`src/rtl/ysyx_22050550_ifu_pkg.sv`:
```
// Shared definitions for the instruction fetch unit: state encoding,
// register width and the AXI OKAY response code.
package ysyx_22050550_ifu_pkg;

    localparam int REGWIDTH = 64;

    typedef enum logic [1:0] {
        IFU_IDLE = 2'd0,
        IFU_ADDR = 2'd1,
        IFU_DATA = 2'd2,
        IFU_HOLD = 2'd3
    } ifu_state_t;

    localparam logic [1:0] RRESP_OKAY = 2'b00;

endpackage

```
`src/rtl/ysyx_22050550_ifu_reg.sv`:
```
// Generic enable register with asynchronous active-high reset to a
// configurable value; used for every piece of IFU state.
module ysyx_22050550_Reg #(
    parameter int               WIDTH   = 1,
    parameter logic [WIDTH-1:0] RST_VAL = '0
) (
    input  logic             clk,
    input  logic             rst,
    input  logic             en,
    input  logic [WIDTH-1:0] d,
    output logic [WIDTH-1:0] q
);

    always_ff @(posedge clk or posedge rst) begin
        if (rst)     q <= RST_VAL;
        else if (en) q <= d;
    end

endmodule

```
`src/rtl/ysyx_22050550_ifu.sv`:
```
// Instruction fetch unit: one outstanding AXI4-Lite read per instruction,
// hands the selected 32-bit word to ID and tells the PC register to advance.
module ysyx_22050550_ifu
    import ysyx_22050550_ifu_pkg::*;
#(
    parameter int ADDR_W = REGWIDTH,
    parameter int DATA_W = 64,
    parameter int INST_W = 32
) (
    input  logic              clock,
    input  logic              reset,
    input  logic [ADDR_W-1:0] pc_i,
    input  logic              redirect_i,
    output logic              pc_ready_o,
    output logic [ADDR_W-1:0] araddr_o,
    output logic              arvalid_o,
    input  logic              arready_i,
    input  logic [DATA_W-1:0] rdata_i,
    input  logic [1:0]        rresp_i,
    input  logic              rvalid_i,
    output logic              rready_o,
    output logic [ADDR_W-1:0] if_pc_o,
    output logic [INST_W-1:0] if_inst_o,
    output logic              if_fault_o,
    output logic              if_valid_o,
    input  logic              id_ready_i
);

    ifu_state_t        state_q, state_d;
    logic [1:0]        state_bits;
    logic              kill_q, kill_d;
    logic [ADDR_W-1:0] req_pc_q;
    logic              req_pc_en;
    logic              deliver;
    logic              fault_d;
    logic [INST_W-1:0] inst_d;

    assign state_q = ifu_state_t'(state_bits);

    always_comb begin
        state_d   = state_q;
        kill_d    = kill_q;
        req_pc_en = 1'b0;
        deliver   = 1'b0;
        case (state_q)
            IFU_IDLE: begin
                // pc_i already carries any redirect target, so just sample it
                req_pc_en = 1'b1;
                state_d   = IFU_ADDR;
            end
            IFU_ADDR: begin
                if (redirect_i) kill_d = 1'b1;
                if (arready_i)  state_d = IFU_DATA;
            end
            IFU_DATA: begin
                if (rvalid_i) begin
                    if (kill_q || redirect_i) begin
                        kill_d  = 1'b0;
                        state_d = IFU_IDLE;
                    end else begin
                        deliver = 1'b1;
                        state_d = IFU_HOLD;
                    end
                end else if (redirect_i) begin
                    kill_d = 1'b1;
                end
            end
            IFU_HOLD: begin
                if (redirect_i || id_ready_i) state_d = IFU_IDLE;
            end
            default: state_d = IFU_IDLE;
        endcase
    end

    assign fault_d = (rresp_i != RRESP_OKAY);
    assign inst_d  = fault_d     ? '0 :
                     req_pc_q[2] ? rdata_i[2*INST_W-1:INST_W] : rdata_i[INST_W-1:0];

    assign arvalid_o  = (state_q == IFU_ADDR);
    assign rready_o   = (state_q == IFU_DATA);
    assign if_valid_o = (state_q == IFU_HOLD);
    assign araddr_o   = {req_pc_q[ADDR_W-1:3], 3'b000};
    // A redirect in HOLD wins: the PC register updates itself in that case
    assign pc_ready_o = if_valid_o & id_ready_i & ~redirect_i;

    ysyx_22050550_Reg #(.WIDTH(2)) u_state (
        .clk(clock), .rst(reset), .en(1'b1), .d(state_d), .q(state_bits));

    ysyx_22050550_Reg #(.WIDTH(1)) u_kill (
        .clk(clock), .rst(reset), .en(1'b1), .d(kill_d), .q(kill_q));

    ysyx_22050550_Reg #(.WIDTH(ADDR_W)) u_req_pc (
        .clk(clock), .rst(reset), .en(req_pc_en), .d(pc_i), .q(req_pc_q));

    ysyx_22050550_Reg #(.WIDTH(ADDR_W)) u_if_pc (
        .clk(clock), .rst(reset), .en(deliver), .d(req_pc_q), .q(if_pc_o));

    ysyx_22050550_Reg #(.WIDTH(INST_W)) u_if_inst (
        .clk(clock), .rst(reset), .en(deliver), .d(inst_d), .q(if_inst_o));

    ysyx_22050550_Reg #(.WIDTH(1)) u_if_fault (
        .clk(clock), .rst(reset), .en(deliver), .d(fault_d), .q(if_fault_o));

endmodule

```
`config.mk`:
```
export PLATFORM = sky130hd
export DESIGN_NAME = ysyx_22050550_ifu
export DESIGN_NICKNAME = d
export VERILOG_FILES = /design/src/rtl/ysyx_22050550_ifu_pkg.sv /design/src/rtl/ysyx_22050550_ifu_reg.sv /design/src/rtl/ysyx_22050550_ifu.sv
export SDC_FILE = /design/constraint.sdc
export NUM_CORES = 1
export LEC_CHECK = 0
export ABC_AREA = 0
export ABC_CLOCK_PERIOD_IN_PS = 9800
export BUFFER_PORTS_ARGS = -buffer_cell sky130_fd_sc_hd__buf_2
export CORE_MARGIN = 4
export CORE_UTILIZATION = 40
export CTS_BUF_LIST = sky130_fd_sc_hd__clkbuf_16
export DETAILED_ROUTE_END_ITERATION = 7
export PLACE_DENSITY = 0.69
export SLEW_MARGIN = 20
export SYNTH_ARGS = -nofsm -noshare
export SYNTH_HDL_FRONTEND = slang
export SYNTH_SLANG_ARGS = --single-unit
```
`constraint.sdc`:
```
create_clock -name clock -period 9.8 [get_ports clock]
set_input_delay 0.49 -clock clock [delete_from_list [all_inputs] [get_ports clock]]
set_output_delay 0.49 -clock clock [all_outputs]
set_load 0.01 [all_outputs]
```
# Yosys cells after proc, flatten, opt, wreduce, memory -nomap -nowiden
# Index checks and enable logic that the tools add are counted.
# totals
input_bits	136
regBits	164
wordCells	38
# op_classes
n_bitwise	3
eq_ne	7
reduce_logical	7
mux	15
# ops
cell	count
$mux 32	2
$mux 2	4
$pmux 2 s4	1
$mux 1	7
$eq 2x2->1 const B	2
$ne 2x1->1 const B	2
$reduce_bool 2->1	2
$ne 3x2->1 const B	1
$reduce_and 3->1	1
$and 1x1->1	2
$eq 2x1->1 const B	1
$logic_not 2->1	1
$logic_or 1x1->1	2
$ne 2x2->1 const B	1
$pmux 1 s2	1
$reduce_and 2->1	1
$not 1->1	1

# Longest topological paths before layout
# Gate-level depths: netlist of the first run.
# depth
word_depth	4
mapped_depth	8
depth_no_buf	5

# Modules after synthesis
# From an unflattened synthesis of the first run, not the netlist that was laid out.
# unflattened
cells_unflattened	454
area_unflattened_um2	7609.8
# modules_own_cells
module	area_per_inst_um2	instances	cells_per_inst
ysyx_22050550_Reg (u_if_pc ...)	2682.6	2	136
ysyx_22050550_Reg (u_if_inst)	1348.8	1	69
ysyx_22050550_ifu	732.0	1	102
ysyx_22050550_Reg (u_if_fault ...)	43.8	2	3
ysyx_22050550_Reg (u_state)	76.3	1	5

# Worst setup path before layout of the first run
# Ideal clock, no wire load.
# synth_timing
path_kind	flip-flop to flip-flop
start	reg u_state.q[0]
end	reg u_if_inst.q[0]
n_path_buf	2
stages_incl_launch_ff	8
slack_ns	8.083
synth_period_minus_slack_ns	1.717
arrival_time_ns	1.642
cell_sequence	dfrtp_1 > inv_1 > ha_1 > nand4bb_1 > buf_2 > or3_4 > buf_6 > o21ai_2
# synth_via
elab_chain_cells	2
# synth_lines
element	line_no	source
from (decl)	ysyx_22050550_ifu_reg.sv:11	output logic [WIDTH-1:0] q
from (signal assigned)	ysyx_22050550_ifu_reg.sv:15	if (rst) q <= RST_VAL;
from (signal assigned)	ysyx_22050550_ifu_reg.sv:16	else if (en) q <= d;
$eq 2x2->1	n/a	
via rready_o	ysyx_22050550_ifu.sv:21	output logic rready_o,
$mux 1	ysyx_22050550_ifu.sv:45	case (state_q)
to (signal assigned)	ysyx_22050550_ifu_reg.sv:15	
to (signal assigned)	ysyx_22050550_ifu_reg.sv:16	
to (decl)	ysyx_22050550_ifu_reg.sv:11	
# The timed path passes the listed nets, and every way through them passes these cells.
# A chain may end at the register's enable or synchronous reset.

# Worst setup path in the final report of the first run
# layout_timing
start	reg u_state.q[0]
end	reg u_if_fault.q
# layout_via
elab_chain_cells	2
# layout_lines
element	line_no
$eq 2x2->1	ysyx_22050550_ifu.sv:45
$mux 1	ysyx_22050550_ifu.sv:45
to (signal assigned)	ysyx_22050550_ifu_reg.sv:15
to (signal assigned)	ysyx_22050550_ifu_reg.sv:16
to (decl)	ysyx_22050550_ifu_reg.sv:11
# No other way between the ends.

==> results by group, run 1 <==
Timing
  – RSZ-0062 raised after global routing: false
  – Setup TNS: 0 ps
  – Minimum clock period: between 3000 and 4000 ps
  – Part of the cycle the worst path needs: about a third
  – Final hold vios: 0
  – Slew Viols, Final: 0
  – Tightest Pin Transition: about 950 ps
  – Max-slew headroom: a little over a third
  – Final setup fails: 0
  – Final Skew: roughly 12 ps
  – F_max: 0.318 GHz

Yosys
  – Distinct cells, synth: 26
  – Top-area cell type share of the netlist area: 57.9%
  – Number of synthesized flops with an enable pin: 0
  – Post-synthesis cell count: ~500
  – Yosys warns: 0
  – Synth area leader: dfrtp_1
  – Post-synthesis sequential area ratio: 57.9%
  – Syn_area_per_cell: 14.1 um^2
  – Synthesis-stage register bit count: around 160
  – Synth top area cells: dfrtp_1 58%, mux2_2 20%, buf_4 6.8%
  – Async SR Flop Fraction: 100%
  – Ys flop type: dfrtp_1
  – Mapped Area: around 7100 um^2
  – Commonest cells post-synth: 164 x dfrtp_1, 128 x mux2_2, 64 x buf_4
  – Count leader, synth: dfrtp_1

Power and ir drop
  – Peak VDD IR: between 0.2 and 0.3 mV
  – P per Cell Area: 321 nW/um^2
  – Static Leak: roughly 4.7 nW

Finish
  – Diode count: 0
  – Final Non-Filler Cells: 973
  – Final nets: ~880
  – Multi-input combinational cell area: roughly 2400 um^2
  – Fill cell count: 1,522
  – Register area: about 4100 um^2
  – Area delta synth->final: 25.0%
  – Layout cells sized above 1: around two thirds

Setup path
  – Slowest stage delay, CP: between 600 and 700 ps
  – CP arrival: 3410 ps
  – CP max-delay cell: or3_4
  – Largest fanout on the critical path: around 60
  – WP data required: between 10,000 and 15,000 ps
  – Crit-path cells: inv_1 > ha_1 > nand4bb_4 > buf_4 > or3_4 > a21boi_0
  – CP Launch Type: flop
  – Critical path class: flop to flop
  – Worst setup EP type: flop

Min path
  – Worst hold path class: input pin to async pin

Detailed routing
  – Drt first pass iters: 4
  – Via density: ~4.7
  – Routed Antenna Nets: 0
  – Wire per inst: approximately 17 um
  – WL final: 16.1 mm
  – DR iter-0 viols: 85
  – DR DRC count: 0
  – DR vias: 4,555

Die
  – Chip Width: around 140 um
  – Floorplan Core Area: 17,400 um^2
  – Initial Util: 40.8%
  – IO Pins: 301
  – # rows: between 40 and 50
  – Die Area: 19,900 um^2
  – Chip height: roughly 140 um

Clock tree
  – Clock Path Buffers: 2
  – Post-CTS Resized: 0
  – Clk slew on worst S/H paths: around 70 ps
  – Worst skew pair latency: ~420 ps
  – Count of hold-fix buffers inserted at cts: 0
  – Htree depth: 4
  – Sink Count: 164
  – Clock Root Buffer: clkbuf_16
  – TritonCTS buffer count: 17
  – Postcts setup bufs: 0
  – CTS tree: yes

Flow run
  – Maxcap violations: 0

GRT
  – Antenna violations before repair: 0
  – GR Util All Layers: 16.1%
  – First-pass GRT wire length: ~25 mm
  – Vias in the first global route: roughly 4,800
  – Grt ovf: 0
  – Largest net degree at the start of global routing: 89

Placement
  – GPL Wtd Cong: between 0.7 and 0.8
  – Buffers on Ports: around 300
  – Detailed placement HPWL: ~12 mm
  – DP Cell Count: approximately 940

Status
  – Run status: complete, no violations
report_power, final:
part           switching [mW]  internal (mW)  total (mW)  leakage, nW
Combinational           0.490          0.541        1.03         2.37
Clock                   0.265          0.372       0.637        0.279
Sequential              0.205          0.972        1.18         2.09
through the flow:
stage | setup slack (ps) | hold slack (ps) | area, um^2 | util (%) | power (mW)
6_report | 6660 | 177 | 8850 | 51.0 | 2.85
5_1_grt | 6430 | 247 | 8850 | 51.0 | 3.04
3_3_place_gp | 6700 | 456 | 8290 | 47.8 | 2.22
2_1_floorplan | 4880 | 477 | 7090 | - | 1.97
3_5_place_dp | 6600 | 462 | 8290 | 47.8 | 2.25
4_1_cts | 6600 | 230 | 8850 | 51.0 | 2.90
layout by cell type, fill, tap and decap left out, drive strengths merged, types with 2 or more instances in the layout:
master | synthesis | layout
buf | 85 | 300
bufinv | 0 | 2
clkbuf | 4 | 17
clkinv | 0 | 6
clkinvlp | 0 | 3
conb | 1 | 3
dfrtp | 164 | 164
ha | 6 | 6
inv | 4 | 8
mux2 | 128 | 128
mux2i | 33 | 33
nand2 | 32 | 32
nor2b | 2 | 2
nor3b | 2 | 2
o21ai | 32 | 32
or3 | 2 | 2
registers in the layout, indices dropped and copies added (netlist names):
| signal | count |
|---|---|
| u_state.q | 2 |
| u_if_fault.q | 1 |
| u_req_pc.q | 64 |
| u_if_inst.q | 32 |
| u_kill.q | 1 |
| u_if_pc.q | 64 |
path summary, 6_finish.rpt:
path                       cells past startpoint       startpoint  slack (ps)         endpoint
max                                            6     u_state.q[0]        6660     u_if_fault.q
min                                            2            reset         180   u_req_pc.q[40]
max reg2reg                                    6     u_state.q[0]        6660     u_if_fault.q
min reg2reg                                    2  u_if_inst.q[23]         470  u_if_inst.q[23]
max in group asynchronous                      3            reset        8130    u_if_pc.q[20]
min in group clock                             2         pc_i[38]         300   u_req_pc.q[38]
per-layer routing:
| layer | part of all wire, % | global-route usage, % | up-vias |
|---|---|---|---|
| met5 | 0 | 0 | - |
| met4 | 0.85 | 3.98 | 0 |
| met3 | 9.3 | 6.55 | 10 |
| met2 | 51 | 27.8 | 195 |
| met1 | 39 | 18.8 | 2213 |
| li1 | - | - | 2137 |
logic make-up after synthesis:
group | Yosys count | share of synthesized area (%)
flip-flops | 164 | 57.9
AND/OR/NAND/NOR | 41 | 2.67
multiplexers | 161 | 25.0
AO/OA/AOI/OAI | 37 | 4.34
other | 1 | 0.0529
adder cells (fa/ha/maj) | 6 | 1.06
buffers and inverters | 93 | 8.94
worst max-delay path, delay by kind of cell (launching register included):
family,cells,cell delay (ps)
simple gates,2,1300
buf+inv,2,790
flops,1,390
fa+ha+maj,1,260
compound gates,1,210
cell type report:
| type | count | share of cell area, % |
|---|---|---|
| clock inverter | 15 | 1.58 |
| sequential | 164 | 46.4 |
| inverter | 4 | 0.226 |
| tap | 225 | 3.18 |
| clock buffer | 17 | 4.80 |
| multi-input combinational | 248 | 26.8 |
| timing repair buffer | 300 | 17.0 |
Power figures use the tool's default switching activity.
==> run 2, diff against run 1 <==
Settings changed: ABC_AREA 0 to 1, ABC_CLOCK_PERIOD_IN_PS 9800 to 2700, PLACE_DENSITY 0.69 to 0.7.
Clock period 9.8 ns to 2.7 ns, I/O delays scaled along.
==> run 2 against run 1 <==
First-iteration DRC count increased by 110%; via count increased by 38%; sequential power increased to 3.5 times the previous value; synthesized cell count is 72% higher; global-route usage grew 2.0 points; sequential share of layout area shrank 6.1 points; critical path type unchanged; largest power group is now combinational cells.
==> results by group, run 2 <==
Detailed routing
  – Via density: 4.43 (-5.5%)
  – Drt first pass iters: 4 (unchanged)
  – Wire per inst: 13.5 um (-18%)
  – Routed Antenna Nets: 0 (unchanged)
  – DR iter-0 viols: 178 (+110%)
  – WL final: 19.2 mm (+20%)
  – DR DRC count: 0 (unchanged)
  – DR vias: 6,293 (+38%)

Setup path
  – Worst setup EP type: flop
  – Worst r2r path cells: 6 (unchanged)
  – CP Launch Point: u_state.q[0]
  – R2R Setup Slk: 730 ps (-5930 ps)
  – Setup crit end: u_if_pc.q[34]
  – Largest fanout on the critical path: 58 (-4.9%)
  – R2R Path End: u_if_pc.q[34]
  – FF-to-FF Start: u_state.q[0]
  – Critical path class: flop to flop
  – WP data required: 3000 ps (-7070 ps)
  – CP Launch Type: flop
  – CP arrival: 2270 ps (-1140 ps)

Yosys
  – Synth top area cells: dfrtp_1 53%, nand2_1 12%, o21ai_2 7.4%
  – Post-synthesis sequential area ratio: 53.3% (-4.7 points)
  – Synth area leader: dfrtp_1
  – Distinct cells, synth: 17 (-35%)
  – Synthesis-stage register bit count: 164 (unchanged)
  – Ys flop type: dfrtp_1
  – Count leader, synth: nand2_1
  – Syn_area_per_cell: 8.93 um^2 (-37%)
  – Top-area cell type share of the netlist area: 53.3% (-4.7 points)
  – Mapped Area: 7700 um^2 (+8.7%)
  – Yosys warns: 0 (unchanged)
  – Post-synthesis cell count: 863 (+72%)
  – Number of synthesized flops with an enable pin: 0 (unchanged)
  – Async SR Flop Fraction: 100% (unchanged)
  – Commonest cells post-synth: 242 x nand2_1, 164 x dfrtp_1, 136 x inv_1

Clock tree
  – Clk slew on worst S/H paths: 70 ps (about the same)
  – Htree depth: 4 (unchanged)
  – CTS tree: yes
  – Post-CTS Resized: 0 (unchanged)
  – TritonCTS buffer count: 17 (unchanged)
  – Postcts setup bufs: 0 (unchanged)
  – Worst skew pair latency: 420 ps (about the same)
  – Clock Path Buffers: 2 (unchanged)
  – Sink Count: 164 (unchanged)
  – Clock Root Buffer: clkbuf_16

Min path
  – Worst hold path class: input pin to flop
  – Hold Crit Depth: 5

Power and ir drop
  – Static Leak: 5.63 nW (+19%)
  – Peak VDD IR: 0.469 mV (+86%)
  – P per Cell Area: 1110 nW/um^2 (+240%)

Timing
  – Final hold vios: 0 (unchanged)
  – Max-slew headroom: 35.9% (-0.78 points)
  – Minimum clock period: 1970 ps (-1170 ps)
  – Slew Viols, Final: 0 (unchanged)
  – Final setup fails: 0 (unchanged)
  – F_max: 0.508 GHz (+60%)
  – Tightest Pin Transition: 956 ps (+5.73 ps)
  – Setup TNS: 0 ps (unchanged)
  – Part of the cycle the worst path needs: 73.0% (+41 points)
  – Final Skew: 11.4 ps (-0.825 ps)
  – RSZ-0062 raised after global routing: false

Finish
  – Fill cell count: 1,654 (+8.7%)
  – Diode count: 0 (unchanged)
  – Layout cells sized above 1: 35.4% (-30 points)
  – Most common cell after layout, fill and taps aside: buf_2
  – Final Non-Filler Cells: 1,422 (+46%)
  – Most frequent cells in the layout: 297 x buf_2, 242 x nand2_1, 164 x dfrtp_1
  – Final nets: 1,291 (+47%)
  – Area delta synth->final: 32.2%
  – Top Registers: u_if_pc.q (64), u_req_pc.q (64), u_if_inst.q (32)

GRT
  – GR Util All Layers: 18.1% (+2.0 points)
  – Largest net degree at the start of global routing: 103 (+16%)
  – Antenna violations before repair: 0 (unchanged)
  – Grt ovf: 0 (unchanged)
  – First-pass GRT wire length: 31.7 mm (+26%)
  – Vias in the first global route: 6,429 (+35%)

Placement
  – DP Cell Count: 1,325 (+41%)
  – GPL Wtd Cong: 0.835 (+7.2%)
  – Detailed placement HPWL: 13.2 mm (+13%)
  – Buffers on Ports: 297 (unchanged)

Die
  – Die Area: 21,500 um^2 (+8.2%)
  – Floorplan Core Area: 18,800 um^2 (+8.5%)
  – IO Pins: 301 (unchanged)
  – Chip height: 147 um (+4.0%)
  – # rows: 50 (+4.2%)
  – Chip Width: 147 um (+4.0%)
  – Initial Util: 40.9% (+0.094 points)

Status
  – Run status: complete, no violations

Flow run
  – Maxcap violations: 0 (unchanged)
run 2: cell types whose count changed after synthesis, sizes merged, moves of 5 or more:
cell,change
mux2,-128
mux2i,-33
nand3,+36
nand2,+210
nor2,+5
inv,+132
clkbuf,+11
o21ai,+130
buf,+9
run 2: through the flow:
stage / setup WS, ps / utilization, % / power (mW) / instance area, um^2 / hold WS, ps
floorplan: 480 / - / 7.37 / 7710 / 252
global placement: 808 / 47.1 / 8.46 / 8860 / 64.6
detailed placement: 705 / 47.1 / 8.56 / 8860 / 64.5
CTS: 695 / 54.1 / 11.4 / 10200 / 11.3
global route: 559 / 54.1 / 12.2 / 10200 / 32.3
finish: 730 / 54.1 / 11.3 / 10200 / 30.7
run 2: timing repair:
item                       CTS  global route
hold endpoints to repair   126             0
hold buffers                65             0
setup endpoints to repair    0             0
run 2: cell type report:
| cell class | count | area, um^2 | area share (%) |
|---|---|---|---|
| Clock buffer | 17 | 425 | 4.18 |
| Clock inverter | 15 | 244 | 2.40 |
| Inverter | 137 | 518 | 5.09 |
| Multi-Input combinational cell | 455 | 2290 | 22.5 |
| Sequential cell | 164 | 4100 | 40.3 |
| Tap cell | 260 | 325 | 3.20 |
| Timing Repair Buffer | 374 | 2280 | 22.4 |
run 2: how the worst min path moves through the flow:
| stage | end | start |
|---|---|---|
| 3_3_place_gp | u_req_pc.q[9] | reset |
| 6_report | u_if_inst.q[14] | rdata_i[14] |
| 2_1_floorplan | u_req_pc.q[37] | pc_i[37] |
| 4_1_cts | u_if_inst.q[14] | rdata_i[14] |
| 5_1_grt | u_if_inst.q[14] | rdata_i[14] |
| 3_5_place_dp | u_req_pc.q[9] | reset |
run 2: where the power goes:
part | internal [mW] | total [mW] | leakage, nW | switching [mW]
logic | 1.70 | 4.42 | 3.19 | 2.72
registers | 3.56 | 4.14 | 2.12 | 0.577
clock network | 1.67 | 2.73 | 0.321 | 1.06
run 2: cells by family (layout without fill, tap and decap cells):
group	after synthesis	after routing	synth area share (%)
other	1	3	0.0487
AOI/OAI and AO/OA	162	162	13.7
and+or+nand+nor	284	284	14.7
adders and majority gates	6	6	0.974
buffers and inverters	246	543	17.3
DFF	164	164	53.3
run 2: worst max-delay path, stage by stage (launching register included):
cell and delay, ps:
dfrtp_1 430, inv_1 180, ha_1 280, nand3_4 390, buf_12 370, nand2_1 120
o21ai_2 60
run 2: routing by layer:
layer | wire (um) | part of all wire [%] | track usage, % | up-vias
met5 | 0 | 0 | 0 | -
met4 | 541 | 2.8 | 7.34 | 0
met3 | 1460 | 7.6 | 5.12 | 41
met2 | 9210 | 48 | 30.1 | 246
met1 | 8010 | 42 | 22.4 | 2854
li1 | - | - | - | 3152
==> run 3, diff against run 2 <==
Settings changed: ABC_CLOCK_PERIOD_IN_PS 2700 to 2000, PLACE_DENSITY 0.7 to 0.68.
Clock period 2.7 ns to 2 ns, I/O delays scaled along.
==> run 3 against run 2 <==
Clock power up 27%; first-iteration DRC count grew 65%; register-to-register slack lost 460 ps; hold slack got worse by 9.4 ps; wire length barely moved; flip-flop and latch count unchanged; non-clock buffer count rose by 36; core utilization rose by 2.0 points; largest cell class unchanged.
==> results by group, run 3 (synthesized netlist as in run 2, its figures left out) <==
Min path
  – Worst hold path class: input pin to flop
  – Hold path start: rdata_i[42]
  – Hold Crit Depth: 5 (unchanged)
  – Hold Path End: u_if_inst.q[10]

Clock tree
  – Sink Count: 164 (unchanged)
  – Worst skew pair latency: 410 ps (about the same)
  – TritonCTS buffer count: 17 (unchanged)
  – CTS tree: yes
  – Htree depth: 4 (unchanged)
  – Clk slew on worst S/H paths: 70 ps (about the same)
  – Clock Path Buffers: 2 (unchanged)
  – Clock Root Buffer: clkbuf_16

Detailed routing
  – WL final: 19.2 mm (about the same)
  – Via density: 4.38 (-1.1%)
  – DR iter-0 viols: 294 (+65%)
  – Routed Antenna Nets: 0 (unchanged)
  – Wire per inst: 13.2 um (-2.3%)
  – Drt first pass iters: 4 (unchanged)
  – DR vias: 6,377 (+1.3%)
  – DR DRC count: 0 (unchanged)

Power and ir drop
  – P per Cell Area: 1430 nW/um^2 (+29%)
  – Static Leak: 5.79 nW (+2.8%)
  – Peak VDD IR: 0.724 mV (+55%)
  – PnR Total Power: 15.1 mW (+34%)

Setup path
  – FF-to-FF Start: u_req_pc.q[2]
  – WP data required: 2340 ps (-660 ps)
  – CP arrival: 2070 ps (-200 ps)
  – CP Launch Type: flop
  – R2R Path End: u_if_inst.q[5]
  – Critical path class: flop to flop
  – Largest fanout on the critical path: 21 (-64%)
  – Worst r2r path cells: 5 (-1)
  – Worst setup EP type: flop
  – R2R Setup Slk: 270 ps (-460 ps)

Die
  – Initial Util: 40.9% (unchanged)
  – # rows: 50 (unchanged)
  – Chip Width: 147 um (unchanged)
  – Floorplan Core Area: 18,800 um^2 (unchanged)
  – IO Pins: 301 (unchanged)
  – Chip height: 147 um (unchanged)
  – Die Area: 21,500 um^2 (unchanged)

Placement
  – Detailed placement HPWL: 13.4 mm (+1.3%)
  – GPL Wtd Cong: 0.828 (-0.77%)
  – Buffers on Ports: 297 (unchanged)
  – DP Cell Count: 1,333 (+0.60%)

GRT
  – Antenna violations before repair: 1 (+1)
  – Grt ovf: 0 (unchanged)
  – First-pass GRT wire length: 32.0 mm (+0.89%)
  – Vias in the first global route: 6,385 (-0.68%)
  – Largest net degree at the start of global routing: 75 (-27%)
  – GR Util All Layers: 18.2% (+0.028 points)

Finish
  – Final nets: 1,327 (+2.8%)
  – Diode count: 0 (unchanged)
  – Top Registers: u_if_pc.q (64), u_req_pc.q (64), u_if_inst.q (32)
  – Most common cell after layout, fill and taps aside: buf_2
  – Area delta synth->final: 37.0%
  – Final Non-Filler Cells: 1,457 (+2.5%)
  – Layout cells sized above 1: 35.0% (-0.37 points)
  – Most frequent cells in the layout: 297 x buf_2, 242 x nand2_1, 164 x dfrtp_1

Timing
  – Final Skew: 8.81 ps (-2.55 ps)
  – RSZ-0062 raised after global routing: false
  – F_max: 0.577 GHz (+14%)
  – Final hold vios: 0 (unchanged)
  – Slew Viols, Final: 0 (unchanged)
  – Tightest Pin Transition: 646 ps (-310 ps)
  – Part of the cycle the worst path needs: 86.7% (+14 points)
  – Final setup fails: 0 (unchanged)
  – Minimum clock period: 1730 ps (-236 ps)
  – Max-slew headroom: 56.8% (+21 points)

Status
  – Run status: complete, no violations

Flow run
  – Maxcap violations: 0 (unchanged)
## run 3: power by group
group | switching, mW | internal, mW | leakage (nW)
Clock | 1.36 | 2.11 | 0.306
Combinational | 3.67 | 2.40 | 3.36
Sequential | 0.797 | 4.81 | 2.12
Total | 5.83 | 9.32 | 5.79
## run 3: what timing repair did
item	in CTS	in global routing
hold buffers	93	0
gates resized for setup	0	1
hold endpoints to repair	104	0
buffers inserted	0	0
setup endpoints to repair	0	6
## run 3: per-layer routing
layer	part of all wire [%]	GRT usage, %	vias to the layer above
li1	-	-	3203
met1	43	23.4	2899
met2	48	29.5	238
met3	7.2	4.94	35
met4	2.4	6.68	2
met5	0.036	0	-
## run 3: how the worst max path moves through the flow
| stage | startpoint | endpoint | depth (start not counted) |
|---|---|---|---|
| 2_1_floorplan | reset | u_if_fault.q | 1 |
| 3_3_place_gp | u_state.q[0] | u_if_pc.q[24] | 7 |
| 4_1_cts | u_req_pc.q[2] | u_if_inst.q[12] | 5 |
| 3_5_place_dp | u_state.q[0] | u_if_pc.q[9] | 7 |
| 6_report | u_req_pc.q[2] | u_if_inst.q[5] | 5 |
| 5_1_grt | u_req_pc.q[2] | u_if_inst.q[12] | 5 |
## run 3: per-stage QoR
stage	cell area (um^2)	utilization, %	setup slack, ps	hold slack [ps]	TNS (ps)
6_report	10600	56.1	266	21.3	0
5_1_grt	10600	56.1	119	28.6	0
4_1_cts	10600	56.0	132	1.39	0
3_5_place_dp	9000	47.8	304	233	0
3_3_place_gp	9000	47.8	365	225	0
2_1_floorplan	7710	-	-185	217	-30310
## run 3: critical path, stage by stage, from the launching register on
cell and delay [ps]:
dfrtp_1 390, clkinvlp_4 340, nand2_1 150, nand3_1 80, dlygate4sd3_1 580, o21ai_1 110
## run 3: cell type report
type / instances / area, um^2
tap: 260 / 325
multi-input combinational: 455 / 2290
inverter: 137 / 522
fill: 1661 / 8270
clock inverter: 14 / 201
clock buffer: 17 / 425
timing repair buffer: 410 / 2690
sequential: 164 / 4100
